$ cat config.mk
export PLATFORM = sky130hd
export DESIGN_NAME = boot_copy_engine_flat
export DESIGN_NICKNAME = d
export VERILOG_FILES = /design/src/rtl/boot_copy_engine_pkg.sv /design/src/rtl/boot_copy_engine_if.sv /design/src/rtl/boot_copy_engine_rom_lat_pipe.sv /design/src/rtl/boot_copy_engine.sv /design/src/flat_wrapper.sv
export SDC_FILE = /design/constraint.sdc
export NUM_CORES = 1
export LEC_CHECK = 0
export BUFFER_PORTS_ARGS = -buffer_cell sky130_fd_sc_hd__buf_2
export CAP_MARGIN = 20
export CORE_MARGIN = 2
export CORE_UTILIZATION = 55
export CTS_CLUSTER_DIAMETER = 50
export DETAILED_ROUTE_END_ITERATION = 10
export HOLD_SLACK_MARGIN = 0.02
export PLACE_DENSITY = 0.8
export SETUP_SLACK_MARGIN = 0.1
export SYNTH_ARGS = -nofsm -noshare
export SYNTH_HDL_FRONTEND = slang
export SYNTH_SLANG_ARGS = --single-unit
$ cat constraint.sdc
create_clock -name clk_sys -period 6.3 [get_ports clk_sys]
set_clock_uncertainty 0.2 [all_clocks]
set_input_delay 1.575 -clock clk_sys [delete_from_list [all_inputs] [get_ports clk_sys]]
set_output_delay 1.575 -clock clk_sys [all_outputs]
set_load 0.01 [all_outputs]
$ cat src/rtl/boot_copy_engine_pkg.sv
// Shared definitions for the boot copy engine: FSM state encoding and ROM latency limits.
package boot_copy_engine_pkg;

    typedef enum logic [1:0] {
        IDLE  = 2'd0,
        FETCH = 2'd1,
        WRITE = 2'd2,
        DONE  = 2'd3
    } bce_state_e;

    localparam int ROM_LAT_MIN = 1;
    localparam int ROM_LAT_MAX = 4;

    // Out-of-range latencies are pulled back into the supported window.
    function automatic int clamp_rom_lat(input int lat);
        if (lat < ROM_LAT_MIN) return ROM_LAT_MIN;
        if (lat > ROM_LAT_MAX) return ROM_LAT_MAX;
        return lat;
    endfunction

endpackage

$ cat src/rtl/boot_copy_engine_if.sv
// ROM read port plus destination write port of the boot copy engine.
interface boot_copy_engine_if #(
    parameter int ADDR_W = 16,
    parameter int DATA_W = 8
);
    logic [ADDR_W-1:0] rom_addr;
    logic [DATA_W-1:0] rom_data;
    logic              wr;
    logic [ADDR_W-1:0] addr;
    logic [DATA_W-1:0] data;
    logic              wait_in;

    modport master (output rom_addr, wr, addr, data, input rom_data, wait_in);
    modport slave  (input rom_addr, wr, addr, data, output rom_data, wait_in);
endinterface

$ cat src/rtl/boot_copy_engine_rom_lat_pipe.sv
// Valid shift register timing the ROM read: done rises LAT cycles after launch.
module rom_lat_pipe #(
    parameter int LAT = 1
) (
    input  logic clk_sys,
    input  logic reset,
    input  logic launch,
    output logic done
);
    logic [LAT-1:0] vld_pipe_q, vld_pipe_d;

    always_comb begin
        vld_pipe_d    = '0;
        vld_pipe_d[0] = launch;
        for (int i = 1; i < LAT; i++) vld_pipe_d[i] = vld_pipe_q[i-1];
    end

    always_ff @(posedge clk_sys) begin
        if (reset) vld_pipe_q <= '0;
        else       vld_pipe_q <= vld_pipe_d;
    end

    assign done = vld_pipe_q[LAT-1];
endmodule

$ cat src/rtl/boot_copy_engine.sv
// Boot copy engine: copies len ROM words to dst_base, then pulses exec_en with the execute address.
module boot_copy_engine
    import boot_copy_engine_pkg::*;
#(
    parameter int ADDR_W     = 16,
    parameter int DATA_W     = 8,
    parameter int ROM_LAT    = 1,
    parameter int AUTO_START = 1
) (
    input  logic              clk_sys,
    input  logic              reset,
    input  logic              start,
    input  logic [ADDR_W:0]   len,
    input  logic [ADDR_W-1:0] dst_base,
    input  logic [ADDR_W-1:0] exec_in,
    output logic              busy,
    output logic              exec_en,
    output logic [ADDR_W-1:0] exec_addr,
    boot_copy_engine_if.master bus
);
    localparam int LAT = clamp_rom_lat(ROM_LAT);

    bce_state_e        state_q, state_d;
    logic [ADDR_W:0]   idx_q, idx_d, len_q, len_d, idx_inc;
    logic [ADDR_W-1:0] dst_q, dst_d, rom_addr_q, rom_addr_d, addr_q, addr_d;
    logic [ADDR_W-1:0] exec_addr_q, exec_addr_d;
    logic [DATA_W-1:0] data_q, data_d;
    logic              wr_q, wr_d, busy_q, busy_d, exec_en_q, exec_en_d;
    logic              launch_q, launch_d, auto_q, auto_d, lat_done;

    rom_lat_pipe #(.LAT(LAT)) u_lat_pipe (
        .clk_sys (clk_sys),
        .reset   (reset),
        .launch  (launch_q),
        .done    (lat_done)
    );

    // idx is one bit wider than an address so len = 2^ADDR_W terminates.
    assign idx_inc = idx_q + (ADDR_W+1)'(1);

    always_comb begin
        state_d     = state_q;
        idx_d       = idx_q;
        len_d       = len_q;
        dst_d       = dst_q;
        rom_addr_d  = rom_addr_q;
        wr_d        = wr_q;
        addr_d      = addr_q;
        data_d      = data_q;
        busy_d      = busy_q;
        exec_addr_d = exec_addr_q;
        exec_en_d   = 1'b0;
        launch_d    = 1'b0;
        auto_d      = 1'b0;
        case (state_q)
            IDLE: begin
                if (start || auto_q) begin
                    len_d       = len;
                    dst_d       = dst_base;
                    exec_addr_d = exec_in;
                    idx_d       = '0;
                    if (len == '0) begin
                        state_d   = DONE;
                        exec_en_d = 1'b1;
                        busy_d    = 1'b0;
                    end else begin
                        state_d    = FETCH;
                        busy_d     = 1'b1;
                        rom_addr_d = '0;
                        launch_d   = 1'b1;
                    end
                end
            end
            FETCH: begin
                if (lat_done) begin
                    data_d  = bus.rom_data;
                    addr_d  = dst_q + idx_q[ADDR_W-1:0];
                    wr_d    = 1'b1;
                    state_d = WRITE;
                end
            end
            WRITE: begin
                // Outputs hold by default while the destination stalls.
                if (!bus.wait_in) begin
                    wr_d  = 1'b0;
                    idx_d = idx_inc;
                    if (idx_inc == len_q) begin
                        state_d   = DONE;
                        exec_en_d = 1'b1;
                        busy_d    = 1'b0;
                    end else begin
                        state_d    = FETCH;
                        rom_addr_d = idx_inc[ADDR_W-1:0];
                        launch_d   = 1'b1;
                    end
                end
            end
            DONE:    state_d = IDLE;
            default: state_d = IDLE;
        endcase
    end

    always_ff @(posedge clk_sys) begin
        if (reset) begin
            state_q     <= IDLE;
            idx_q       <= '0;
            len_q       <= '0;
            dst_q       <= '0;
            rom_addr_q  <= '0;
            wr_q        <= 1'b0;
            addr_q      <= '0;
            data_q      <= '0;
            busy_q      <= 1'b0;
            exec_en_q   <= 1'b0;
            exec_addr_q <= '0;
            launch_q    <= 1'b0;
            auto_q      <= (AUTO_START != 0);
        end else begin
            state_q     <= state_d;
            idx_q       <= idx_d;
            len_q       <= len_d;
            dst_q       <= dst_d;
            rom_addr_q  <= rom_addr_d;
            wr_q        <= wr_d;
            addr_q      <= addr_d;
            data_q      <= data_d;
            busy_q      <= busy_d;
            exec_en_q   <= exec_en_d;
            exec_addr_q <= exec_addr_d;
            launch_q    <= launch_d;
            auto_q      <= auto_d;
        end
    end

    assign bus.rom_addr = rom_addr_q;
    assign bus.wr       = wr_q;
    assign bus.addr     = addr_q;
    assign bus.data     = data_q;
    assign busy         = busy_q;
    assign exec_en      = exec_en_q;
    assign exec_addr    = exec_addr_q;
endmodule

$ cat src/flat_wrapper.sv
// flat-port wrapper written by rule: the top's interface ports become plain ports
module boot_copy_engine_flat import boot_copy_engine_pkg::*;
#(
    parameter int ADDR_W     = 16,
    parameter int DATA_W     = 8,
    parameter int ROM_LAT    = 1,
    parameter int AUTO_START = 1
)
  (clk_sys, reset, start, len, dst_base, exec_in, busy, exec_en, exec_addr, bus_rom_addr, bus_wr, bus_addr, bus_data, bus_rom_data, bus_wait_in);
  boot_copy_engine_if #(.ADDR_W(ADDR_W), .DATA_W(DATA_W)) bus_i ();
  input  logic clk_sys;
  input  logic reset;
  input  logic start;
  input  logic [ADDR_W:0] len;
  input  logic [ADDR_W-1:0] dst_base;
  input  logic [ADDR_W-1:0] exec_in;
  output logic busy;
  output logic exec_en;
  output logic [ADDR_W-1:0] exec_addr;
  output wire logic [$bits(bus_i.rom_addr)-1:0] bus_rom_addr;
  output wire logic [$bits(bus_i.wr)-1:0] bus_wr;
  output wire logic [$bits(bus_i.addr)-1:0] bus_addr;
  output wire logic [$bits(bus_i.data)-1:0] bus_data;
  input wire logic [$bits(bus_i.rom_data)-1:0] bus_rom_data;
  input wire logic [$bits(bus_i.wait_in)-1:0] bus_wait_in;
  assign bus_rom_addr = bus_i.rom_addr;
  assign bus_wr = bus_i.wr;
  assign bus_addr = bus_i.addr;
  assign bus_data = bus_i.data;
  assign bus_i.rom_data = bus_rom_data;
  assign bus_i.wait_in = bus_wait_in;
  boot_copy_engine #(.ADDR_W(ADDR_W), .DATA_W(DATA_W), .ROM_LAT(ROM_LAT), .AUTO_START(AUTO_START)) u_core (.clk_sys(clk_sys), .reset(reset), .start(start), .len(len), .dst_base(dst_base), .exec_in(exec_in), .busy(busy), .exec_en(exec_en), .exec_addr(exec_addr), .bus(bus_i));
endmodule
# --- Yosys cells after proc, flatten, opt, wreduce, memory -nomap -nowiden ---
# Index checks and enable logic that the tools add are counted.
totals:
  out_inout_bits: 59
  latchBits: 0
  elab_cells: 70
  ff_bits: 114
  rom_bits: 0
  ram_bits: 0
  in_bits: 61
  n_memories: 0
op_classes:
  n_mux: 32
  n_shift: 0
  multipliers: 0
  div: 0
  n_lt_le_gt_ge: 0
  n_addsub: 2
  reduce_logical: 12
  n_bitwise: 0
  n_eq_ne: 10
ops:
  columns: ["op", "n"]
  rows:
  - ["$mux 16", 4]
  - ["$mux 17", 2]
  - ["$pmux 17 s2", 1]
  - ["$pmux 16 s2", 1]
  - ["$add 17x1->17 const B", 1]
  - ["$eq 17x17->1", 1]
  - ["$logic_not 17->1", 1]
  - ["$add 16x16->16", 1]
  - ["$mux 1", 14]
  - ["$mux 2", 5]
  - ["$reduce_and 3->1", 3]
  - ["$ne 2x2->1 const B", 4]
  - ["$pmux 1 s2", 4]
  - ["$pmux 2 s4", 1]
  - ["$reduce_and 5->1", 1]
  - ["$eq 2x2->1 const B", 2]
  - ["$ne 2x1->1 const B", 2]
  - ["$reduce_and 2->1", 2]
  - ["$reduce_and 4->1", 1]
  - ["$reduce_bool 2->1", 2]
  - ["$eq 2x1->1 const B", 1]
  - ["$logic_not 2->1", 1]
  - ["$logic_or 1x1->1", 1]

# --- Logic depth before layout (Yosys ltp) ---
# Gate-level depths: netlist (run 1).
depth:
  word_depth: 5
  mapped_depth: 11
  ltp_nobuf: 11

# --- Modules after synthesis ---
# Synthesis (run 1) repeated with hierarchy kept, for this count alone.
unflattened:
  cells_unflattened: 736
  area_unflattened_um2: 5786.8
by_module_without_submodules:
  columns: ["mod", "seq_area_each_um2", "area_per_inst_um2", "n_inst", "cells_each"]
  rows:
  - ["boot_copy_engine", 2262.2, 5753.0, 1, 734]
  - ["rom_lat_pipe", 20.0, 33.8, 1, 2]

# --- Least setup slack after synthesis (run 1) ---
# Ideal clock, no wire load.
synth_timing:
  kind: "in2reg"
  startpoint: "input port len[8]"
  endpoint: "register u_core.rom_addr_q[10] (netlist: u_core.bus.rom_addr[10])"
  path_stages: 8
  path_buffers: 1
  path_slack_ps: 3031
  arrival_ps: 2968
  cell_sequence: "nor4_1 > nand4_1 > nor4_1 > nand2_1 > nand2_1 > clkbuf_1 > o211ai_1 > o41ai_1"
synth_between:
  elab_chain_len: 3
synth_lines:
  columns: ["item", "line_no", "text"]
  rows:
  - ["start, declared", "flat_wrapper.sv:14", "input logic [ADDR_W:0] len;"]
  - ["$logic_not 17->1", "boot_copy_engine.sv:62", "if (len == '0) begin"]
  - ["$ne 2x2->1 (no source line)", null, null]
  - ["$reduce_and 5->1 (no source line)", null, null]
  - ["end signal, assigned", "boot_copy_engine.sv:123", "rom_addr_q <= rom_addr_d;"]
  - ["end, declared", "boot_copy_engine.sv:25", "logic [ADDR_W-1:0] dst_q, dst_d, rom_addr_q, rom_addr_d, addr_q, addr_d;"]
# Every way passes these cells.
# A chain may end at the register's enable or synchronous reset.

# --- Worst setup path in the final report (run 1) ---
layout_timing:
  startpoint: "register u_core.state_q[1]"
  endpoint: "register u_core.rom_addr_q[15] (netlist: u_core.bus.rom_addr[15])"
layout_between:
  elab_chain_len: 3
  word_cells_on_any_way: 9
layout_lines:
  columns: ["item", "line_no", "text"]
  rows:
  - ["start, declared", "boot_copy_engine.sv:23", "bce_state_e state_q, state_d;"]
  - ["start signal, assigned", "boot_copy_engine.sv:119", "state_q <= state_d;"]
  - ["$eq 2x2->1 or $logic_not 2->1 (tied branches)", "boot_copy_engine.sv:55", "case (state_q)"]
  - ["$ne 2x2->1 (no source line), or another cell as far along", null, null]
  - ["$reduce_and 5->1 (no source line)", null, null]
# Parallel ways exist; a longest one is shown, timed or not.

==> results by group, run 1 <==
Run status
  • Status: finished clean

Clock network
  • CTS buffer count: 17
  • Clock Pin Slew Worst Setup and Hold Paths: 0.05 ns
  • Gates resized, CTS repair: 0
  • Clk_lat worst skew: 0.53 ns
  • CTS Sinks: 114
  • Post-CTS Setup Bufs: 0
  • CTS tree: done
  • Htree depth: 4
  • Max Buffers Root-to-Sink: 2
  • Hold_buf cts: 0
  • Clock root cell: clkbuf_8

Global route
  • Initial antenna violation count: 0
  • Via count of the first global-routing pass: 5307
  • GR peak layer: met2
  • Global route total overflow: 0
  • First-pass GRT wire length: 25560 um
  • Largest net degree at the start of global routing: 103
  • Global Route Usage Sum: 27.96%
  • Met3 Use GR: 5.993%
  • Met1 Track Usage GR: 34.89%
  • GR Util met2: 47.71%

Timing
  • Tmin final: 3.944 ns
  • Setup TNS: 0 ns
  • Worst-Margin Slew: 1.033 ns
  • Slew headroom: 31.15%
  • Final setup viols: 0
  • Hold Fails Final Rpt: 0
  • Final Cycle Share: 62.60%
  • Max frequency: 253.6 MHz
  • RSZ-0062 raised after global routing: false
  • Hold slack: 0.2413 ns
  • Max-slew violation count: 0

Placed design
  • Dpl hpwl: 10710 um
  • Port-buffer cells: 119
  • GP Congestion: 0.9755

Floorplan
  • Core area: 0.01037 sq mm
  • Die Span Y: 107.5 um
  • Starting Density: 56.82%
  • Die width: 107.5 um
  • Full die area: 0.01156 sq mm
  • Num ports: 120
  • Row count: 37

Yosys
  • Post-Synth XOR/XNOR Area: 5.585%
  • Fraction of registers with async set/reset: 0%
  • Synth warn: 0
  • Mapped Area: 0.005892 sq mm
  • Seq/Total Area, Yosys: 38.73%
  • Avg Inst Size Synth: 8.027 sq um
  • Largest family of logic cells by synthesized area: simple AND/OR/NAND/NOR gates
  • Simple-Gate Fraction of Synth Area: 26.50%
  • Yosys reg bits: 114
  • Syn Inst Count: 734
  • Ys flop type: dfxtp_1
  • Syn_nets: 812
  • Multiplexer share of the synthesized area: 0.1911%
  • Synth top area cells: dfxtp_1 39%, nand2_1 9.6%, a21oi_1 8.6%
  • Yosys cell types: 66
  • Synth area leader: dfxtp_1
  • Share of the synthesized area in the top cell type: 38.73%
  • Compound-Gate Fraction of Synth Area: 20.30%
  • Synth Area in Adders: 3.738%
  • EDFF count, synth: 0

Drt
  • DRC: 0
  • WL final: 15910 um
  • TritonRoute pass-1 iters: 5
  • Via density: 5.846
  • 1st-iter DRT viols: 482
  • DRT antenna net count: 0
  • Via count: 5647
  • WL/cell: 16.47 um

Setup path
  • Type of element launching the critical path: flop
  • CP arrival: 4.18 ns
  • Critical Path End Type: flop
  • FF-to-FF setup slack: 2.36 ns
  • Setup CP Type: reg -> reg
  • Crit path max fanout: 32
  • Crit path cell chain: nor2b_1 > nand2b_1 > nand2_1 > nand2_1 > or4_1 > a21oi_1
  • CP max-delay cell: or4_1
  • Crit-path most repeated cell: nand2_1
  • Critical Path RT: 6.54 ns
  • Max incr delay on CP: 0.71 ns

Flow run
  • Max Cap Viol: 0

Layout
  • Nets: 895
  • Synth-to-layout area growth: 20.68%
  • Proportion of layout cells with a drive suffix above 1: 20.84%
  • Diodes inserted: 0
  • Final core occ: 68.57%

Pwr
  • Worst VDD drop: 0.1835 mV
  • Static Leak: 2.939 nW
  • PD cells: 295.9 mW/mm^2
  • Pwr Total: 2.104 mW

Min path
  • Worst hold path class: reg -> reg
==> critical path: cells and delay by family, from the launching register on <==
family,cells,cell delay [ns]
AOI/OAI and AO/OA,1,0.18
DFF,1,0.47
and+or+nand+nor,5,3.01
==> metrics by stage <==
step	cell area [sq um]	setup slack, ns	instances
2_1_floorplan	5892	3.031	734
3_3_place_gp	6437	1.956	933
3_5_place_dp	6437	1.912	933
4_1_cts	7086	2.198	965
5_1_grt	7111	1.988	966
6_report	7111	2.356	966
==> cells in the mapped netlist (3+ instances only) <==
cell	n
o211ai_1	16
a211oi_1	3
nand3_1	16
buf_2	14
nor3b_1	5
a22oi_1	9
o41ai_1	12
nor4_1	7
inv_1	11
or2_2	4
o21ai_0	25
xor2_1	8
o31ai_1	3
a21oi_1	101
nand3b_1	6
ha_1	16
nand2_1	151
or3_1	12
nor2_1	38
and3_1	6
nor2b_1	9
xnor2_1	19
o21a_1	5
nand2b_1	11
dfxtp_1	114
nor3_1	14
clkbuf_1	41
nand4_1	6
==> cells by family (layout without fill, tap and decap cells) <==
family,after synthesis,after routing
compound gates,195,195
flops,114,114
buf+inv,69,165
mux,1,1
simple gates,307,307
fa+ha+maj,17,17
xor+xnor,31,31
==> path summary, 6_finish.rpt <==
kind | start | end | depth (start not counted)
setup / recovery | u_core.state_q[1] | u_core.bus.rom_addr[15] | 6
hold reg to reg | u_core.launch_q | u_core.u_lat_pipe.done | 1
hold / removal | u_core.launch_q | u_core.u_lat_pipe.done | 1
setup reg to reg | u_core.state_q[1] | u_core.bus.rom_addr[15] | 6
==> power breakdown <==
group / leakage (nW) / switching, mW / total (mW) / internal [mW]
combinational: 1.70 / 0.161 / 0.253 / 0.0922
clock: 0.309 / 0.327 / 1.06 / 0.731
sequential: 0.929 / 0.0318 / 0.794 / 0.762
total: 2.94 / 0.519 / 2.10 / 1.58
==> cell type report <==
| cell class | instances | area, sq um |
|---|---|---|
| multi-input cells | 551 | 3331 |
| inverters | 11 | 41.29 |
| clock buffers | 22 | 442.9 |
| fillers | 866 | 3259 |
| well taps | 136 | 170.2 |
| flip-flops and latches | 114 | 2282 |
| clock inverters | 10 | 205.2 |
| repair buffers | 122 | 638.1 |
==> registers in the layout, summed over array words and instances, names as in the netlist, 2 cells and up <==
signal and count:
u_core.idx_q 17, u_core.len_q 17, u_core.bus.addr 16, u_core.bus.rom_addr 16
u_core.dst_q 16, u_core.exec_addr 16, u_core.bus.data 8, u_core.state_q 2
==> placed cells by master (no fill, tap or decap), types with 6 or more instances in the layout <==
master,instances
nand2_1,151
buf_2,118
dfxtp_1,114
a21oi_1,101
nor2_1,38
o21ai_0,25
xnor2_1,19
clkbuf_16,17
nand3_1,16
o211ai_1,16
ha_1,16
nor3_1,14
or3_1,12
o41ai_1,12
inv_1,11
nand2b_1,11
nor2b_1,9
a22oi_1,9
xor2_1,8
nor4_1,7
nand4_1,6
and3_1,6
nand3b_1,6
bufinv_16,6
==> per-layer routing <==
metal  vias up  wire length, um
li1       2760                -
met1      2627             6719
met2       221             7654
met3        39             1121
met4         0              413
met5         -                0
(Power assumes the default switching activity.)
==> run 2: changes to the inputs <==
--- a/config.mk
+++ b/config.mk
@@ -8,11 +8,11 @@
 export BUFFER_PORTS_ARGS = -buffer_cell sky130_fd_sc_hd__buf_2
 export CAP_MARGIN = 20
 export CORE_MARGIN = 2
-export CORE_UTILIZATION = 55
+export CORE_UTILIZATION = 50
 export CTS_CLUSTER_DIAMETER = 50
 export DETAILED_ROUTE_END_ITERATION = 10
 export HOLD_SLACK_MARGIN = 0.02
-export PLACE_DENSITY = 0.8
+export PLACE_DENSITY = 0.77
 export SETUP_SLACK_MARGIN = 0.1
 export SYNTH_ARGS = -nofsm -noshare
 export SYNTH_HDL_FRONTEND = slang
==> constraint.sdc (replaced) <==
create_clock -name clk_sys -period 3.3 [get_ports clk_sys]
set_clock_uncertainty 0.2 [all_clocks]
set_input_delay 0.825 -clock clk_sys [delete_from_list [all_inputs] [get_ports clk_sys]]
set_output_delay 0.825 -clock clk_sys [all_outputs]
set_load 0.01 [all_outputs]
==> results by group, run 2 (same netlist as run 1, synthesis figures left out) <==
Run status
  • Status: finished clean

Clock network
  • Post-CTS Setup Bufs: 0 (unchanged)
  • Clk_lat worst skew: 0.42 ns (-0.11 ns)
  • Htree depth: 4 (unchanged)
  • CTS Sinks: 114 (unchanged)
  • Max Buffers Root-to-Sink: 2 (unchanged)
  • CTS buffer count: 17 (unchanged)
  • Clock root cell: clkbuf_16
  • Clock Pin Slew Worst Setup and Hold Paths: 0.05 ns (about the same)
  • CTS tree: done

Timing
  • Worst-Margin Slew: 0.8846 ns (-0.1481 ns)
  • Max frequency: 327.7 MHz (+29%)
  • Final Cycle Share: 92.48% (+30 points)
  • Final setup viols: 0 (unchanged)
  • Tmin final: 3.052 ns (-0.8919 ns)
  • Final worst slack: 0.2481 ns (-2.108 ns)
  • Setup TNS: 0 ns (unchanged)
  • Hold Fails Final Rpt: 0 (unchanged)
  • Slew headroom: 41.03% (+9.9 points)
  • Max-slew violation count: 0 (unchanged)
  • RSZ-0062 raised after global routing: true
  • Hold slack: 0.2488 ns (+0.007488 ns)

Setup path
  • RR Startpoint: u_core.idx_q[0]
  • Setup CP Type: reg -> reg
  • Crit path max fanout: 32 (unchanged)
  • R2R depth: 11 (+5)
  • Worst R2R End: u_core.bus.rom_addr[15]
  • Critical Path RT: 3.44 ns (-3.10 ns)
  • End point of the critical path: u_core.bus.rom_addr[15]
  • Type of element launching the critical path: flop
  • Critical Path End Type: flop
  • CP arrival: 3.20 ns (-0.98 ns)
  • Crit. Startpoint: u_core.idx_q[0]
  • FF-to-FF setup slack: 0.25 ns (-2.11 ns)

Flow run
  • Max Cap Viol: 0 (unchanged)

Pwr
  • Comb power frac: 13.8% (+1.8 points)
  • Clock power share: 45.5% (-4.8 points)
  • Static Leak: 3.059 nW (+4.1%)
  • Seq pwr share: 40.6% (+2.9 points)
  • Pint: 2.765 mW (+74%)
  • Worst VDD drop: 0.4448 mV (+140%)
  • Sw power: 0.9771 mW (+88%)
  • PD cells: 517.5 mW/mm^2 (+75%)
  • Switching Share: 26.12% (+1.4 points)

Global route
  • Global route total overflow: 0 (unchanged)
  • Global Route Usage Sum: 27.20% (-0.76 points)
  • Via count of the first global-routing pass: 5509 (+3.8%)
  • Initial antenna violation count: 0 (unchanged)
  • Largest net degree at the start of global routing: 60 (-42%)
  • First-pass GRT wire length: 27390 um (+7.2%)

Floorplan
  • Die Span Y: 112.6 um (+4.7%)
  • Num ports: 120 (unchanged)
  • Die width: 112.6 um (+4.7%)
  • Full die area: 0.01267 sq mm (+9.6%)
  • Core area: 0.01147 sq mm (+11%)
  • Starting Density: 51.38% (-5.4 points)
  • Row count: 39 (+5.4%)

Min path
  • Worst hold path class: reg -> reg

Placed design
  • Port-buffer cells: 119 (unchanged)
  • Dpl hpwl: 12080 um (+13%)
  • Post-placement cell count: 969 (+3.9%)
  • GP Congestion: 0.9153 (-6.2%)
  • Pre-CTS WS: 0.2328 ns (-1.679 ns)

Layout
  • Final core occ: 63.06% (-5.5 points)
  • Nets: 923 (+3.1%)
  • Most common cell after layout, fill and taps aside: nand2_1
  • Diodes inserted: 0 (unchanged)
  • Synth-to-layout area growth: 22.72%
  • # fillers: 1004 (+16%)
  • Proportion of layout cells with a drive suffix above 1: 23.48% (+2.6 points)
  • Largest regs: u_core.idx_q (17), u_core.len_q (17)
  • Most frequent cells in the layout: 151 x nand2_1, 118 x buf_2, 113 x dfxtp_1
  • Non-Filler Instances: 999 (+3.4%)

Drt
  • DRC: 0 (unchanged)
  • DRT antenna net count: 0 (unchanged)
  • TritonRoute pass-1 iters: 5 (unchanged)
  • Via density: 5.789 (-0.97%)
  • WL/cell: 16.84 um (+2.3%)
  • 1st-iter DRT viols: 477 (-1.0%)
  • WL final: 16820 um (+5.8%)
  • Via count: 5783 (+2.4%)
-- run 2: area by class of cell --
class                      instances  area [sq um]  area share [%]
clock buffer                      23         457.9           6.333
sequential                       114          2283           31.58
timing repair buffer             150         843.3           11.66
multi-input combinational        551          3341           46.20
inverter                          11         41.29          0.5710
clock inverter                     7         85.08           1.177
tap                              143         178.9           2.474
-- run 2: worst min path at each step --
| stage | startpoint | endpoint | slack [ns] | depth (start not counted) |
|---|---|---|---|---|
| after floorplan | u_core.launch_q | u_core.u_lat_pipe.done | 0.21 | 1 |
| after CTS | u_core.bus.addr[9] | u_core.bus.addr[9] | 0.25 | 2 |
| after detailed placement | u_core.launch_q | u_core.u_lat_pipe.done | 0.24 | 1 |
| final | u_core.launch_q | u_core.u_lat_pipe.done | 0.25 | 1 |
| after global routing | u_core.launch_q | u_core.u_lat_pipe.done | 0.26 | 1 |
| after global placement | u_core.launch_q | u_core.u_lat_pipe.done | 0.22 | 1 |
-- run 2: metrics by stage --
stage / total power, mW / cell area (sq um)
4_1_cts: 3.768 / 7219
5_1_grt: 3.901 / 7231
2_1_floorplan: 1.867 / 5892
3_3_place_gp: 2.035 / 6676
3_5_place_dp: 2.060 / 6676
6_report: 3.742 / 7231
-- run 2: worst max-delay path: stages, from the launching register on --
cell and delay [ns]:
dfxtp_1 0.34, ha_1 0.19, buf_4 0.17, nand3_1 0.27, or3_1 0.48, xor3_1 0.21
and3_1 0.16, nand2_1 0.11, nor3_4 0.05, buf_12 0.17, or4_1 0.47, a21oi_1 0.15
-- run 2: power groups by stage --
stage          clock [mW]  sequential (mW)  combinational, mW
2_1_floorplan           0             1.54              0.332
3_3_place_gp            0             1.54              0.497
3_5_place_dp            0             1.54              0.516
4_1_cts              1.73             1.52              0.519
5_1_grt              1.79             1.53              0.581
6_report             1.70             1.52              0.517
-- run 2: metal layers --
layer / track usage, % / routed length [um] / vias up
li1: - / - / 2807
met1: 35.40 / 7494 / 2733
met2: 44.59 / 8029 / 212
met3: 6.210 / 989 / 31
met4: 9.350 / 311 / 0
met5: 0 / 0 / -
-- run 2: what timing repair did --
action | CTS | global route
hold buffers | 0 | 0
setup endpoints to repair | 0 | 11
gates resized for setup | 0 | 3
==> run 3: changes to the inputs <==
--- a/config.mk
+++ b/config.mk
@@ -8,11 +8,11 @@
 export BUFFER_PORTS_ARGS = -buffer_cell sky130_fd_sc_hd__buf_2
 export CAP_MARGIN = 20
 export CORE_MARGIN = 2
-export CORE_UTILIZATION = 50
+export CORE_UTILIZATION = 42
 export CTS_CLUSTER_DIAMETER = 50
 export DETAILED_ROUTE_END_ITERATION = 10
 export HOLD_SLACK_MARGIN = 0.02
-export PLACE_DENSITY = 0.77
+export PLACE_DENSITY = 0.66
 export SETUP_SLACK_MARGIN = 0.1
 export SYNTH_ARGS = -nofsm -noshare
 export SYNTH_HDL_FRONTEND = slang
==> results by group, run 3 (same netlist as run 1, synthesis figures left out) <==
Timing
  • Worst-Margin Slew: 0.9332 ns (+0.04864 ns)
  • Hold Fails Final Rpt: 0 (unchanged)
  • Max-slew violation count: 0 (unchanged)
  • Max frequency: 333.7 MHz (+1.8%)
  • Hold slack: 0.2373 ns (-0.01150 ns)
  • Final setup viols: 0 (unchanged)
  • Slew headroom: 37.79% (-3.2 points)
  • Final Cycle Share: 90.82% (-1.7 points)
  • RSZ-0062 raised after global routing: true
  • Setup TNS: 0 ns (unchanged)
  • Tmin final: 2.997 ns (-0.05479 ns)
  • Final worst slack: 0.3029 ns (+0.05479 ns)

Clock network
  • Clock root cell: clkbuf_16
  • Clk_lat worst skew: 0.42 ns (about the same)
  • Max Buffers Root-to-Sink: 2 (unchanged)
  • CTS buffer count: 17 (unchanged)
  • CTS tree: done
  • CTS Sinks: 114 (unchanged)
  • Clock Pin Slew Worst Setup and Hold Paths: 0.05 ns (about the same)
  • Htree depth: 4 (unchanged)

Layout
  • Most common cell after layout, fill and taps aside: nand2_1
  • Reg area: 0.002283 sq mm (unchanged)
  • Nets: 927 (+0.43%)
  • Proportion of layout cells with a drive suffix above 1: 24.25% (+0.76 points)
  • Synth-to-layout area growth: 24.44%
  • Multi-input logic area: 0.003346 sq mm (+0.15%)
  • # fillers: 1385 (+38%)
  • Most frequent cells in the layout: 151 x nand2_1, 118 x buf_2, 113 x dfxtp_1
  • Diodes inserted: 0 (unchanged)
  • Largest regs: u_core.idx_q (17), u_core.len_q (17)

Setup path
  • R2R depth: 9 (-2)
  • CP arrival: 3.15 ns (-0.05 ns)
  • Critical Path End Type: flop
  • RR Startpoint: u_core.idx_q[10]
  • FF-to-FF setup slack: 0.30 ns (+0.05 ns)
  • Setup CP Type: reg -> reg
  • Critical Path RT: 3.45 ns (about the same)
  • Crit path max fanout: 21 (-34%)
  • Type of element launching the critical path: flop
  • Worst R2R End: u_core.bus.rom_addr[15]

Drt
  • Via density: 5.368 (-7.3%)
  • DRC: 0 (unchanged)
  • 1st-iter DRT viols: 716 (+50%)
  • WL/cell: 15.40 um (-8.5%)
  • TritonRoute pass-1 iters: 5 (unchanged)
  • Via count: 5593 (-3.3%)
  • DRT antenna net count: 0 (unchanged)
  • WL final: 16050 um (-4.6%)

Floorplan
  • Num ports: 120 (unchanged)
  • Die Span Y: 122.4 um (+8.8%)
  • Core area: 0.01377 sq mm (+20%)
  • Full die area: 0.01499 sq mm (+18%)
  • Row count: 43 (+10%)
  • Starting Density: 42.78% (-8.6 points)
  • Die width: 122.4 um (+8.8%)

Global route
  • Largest net degree at the start of global routing: 51 (-15%)
  • Global route total overflow: 0 (unchanged)
  • Global Route Usage Sum: 22.23% (-5.0 points)
  • Initial antenna violation count: 0 (unchanged)
  • Via count of the first global-routing pass: 5002 (-9.2%)
  • First-pass GRT wire length: 25810 um (-5.8%)

Placed design
  • GP Congestion: 0.8858 (-3.2%)
  • Pre-CTS WS: 0.2238 ns (-0.009055 ns)
  • Dpl hpwl: 11270 um (-6.7%)
  • Port-buffer cells: 119 (unchanged)

Pwr
  • PD cells: 515.9 mW/mm^2 (-0.30%)
  • Static Leak: 3.077 nW (+0.59%)
  • Worst VDD drop: 0.3483 mV (-22%)

Min path
  • Worst hold path class: reg -> reg
  • Hold path startpoint: u_core.launch_q
  • Min-Delay Endpoint: u_core.u_lat_pipe.done
  • Cell depth of the worst hold path: 1 (unchanged)

Flow run
  • Max Cap Viol: 0 (unchanged)

Run status
  • Status: finished clean
[run 3: changes by cell type in the layout (fill, tap and decap cells not counted)]
cell / before / now
ha_2: 0 / 1
clkinvlp_4: 0 / 3
nor4_4: 2 / 3
o22ai_1: 1 / 2
clkbuf_1: 5 / 3
clkinv_2: 5 / 6
nor4_2: 2 / 1
ha_1: 16 / 15
buf_4: 31 / 35
o22ai_2: 1 / 0
[run 3: power breakdown]
| group | total [mW] | internal [mW] | leakage, nW | switching [mW] |
|---|---|---|---|---|
| Sequential | 1.51 | 1.45 | 0.929 | 0.0598 |
| Clock | 1.75 | 1.12 | 0.272 | 0.636 |
| Combinational | 0.514 | 0.199 | 1.88 | 0.315 |
[run 3: routing by layer]
metal | track usage [%] | up-vias | routed length, um
met5 | 0 | - | 0
li1 | - | 2824 | -
met2 | 34.13 | 193 | 7210
met4 | 8.836 | 0 | 332
met3 | 5.158 | 34 | 987
met1 | 30.16 | 2542 | 7522
[run 3: final cells by class]
cell class / count / area share (%)
clock inverters: 11 / 1.536
inverters: 11 / 0.5631
multi-input cells: 551 / 45.63
flip-flops and latches: 114 / 31.14
repair buffers: 154 / 11.91
well taps: 180 / 3.072
clock buffers: 21 / 6.143
[run 3: worst max-delay path by stage]
stage                     startpoint                       to  slack (ns)
floorplan            u_core.idx_q[1]  u_core.bus.rom_addr[15]        0.62
global placement     u_core.idx_q[0]      u_core.bus.addr[12]        0.25
detailed placement   u_core.idx_q[0]      u_core.bus.addr[12]        0.22
CTS                  u_core.idx_q[0]      u_core.bus.addr[12]        0.21
global route         u_core.idx_q[0]      u_core.bus.addr[12]        0.06
finish              u_core.idx_q[10]  u_core.bus.rom_addr[15]        0.30
[run 3: repair_timing]
action | CTS | global route
hold buffers | 0 | 0
buffers inserted | 0 | 6
resized for setup | 0 | 4
endpoints found under the setup margin | 0 | 14
[run 3: per-stage QoR]
step,total power [mW],instances,util [%],cell area [sq um]
2_1_floorplan,1.867,734,-,5892
3_3_place_gp,2.048,1004,48.70,6708
3_5_place_dp,2.053,1004,48.70,6708
4_1_cts,3.816,1036,52.79,7271
5_1_grt,3.956,1042,53.23,7332
6_report,3.783,1042,53.23,7332
[run 3: critical path, stage by stage (launching register included)]
cell and delay [ns]:
dfxtp_1 0.57, nand4_4 0.26, nor4_4 0.42, xnor3_1 0.26, and3_1 0.22, nand2_1 0.12
nor3_4 0.05, buf_4 0.21, or4_1 0.48, a21oi_1 0.14
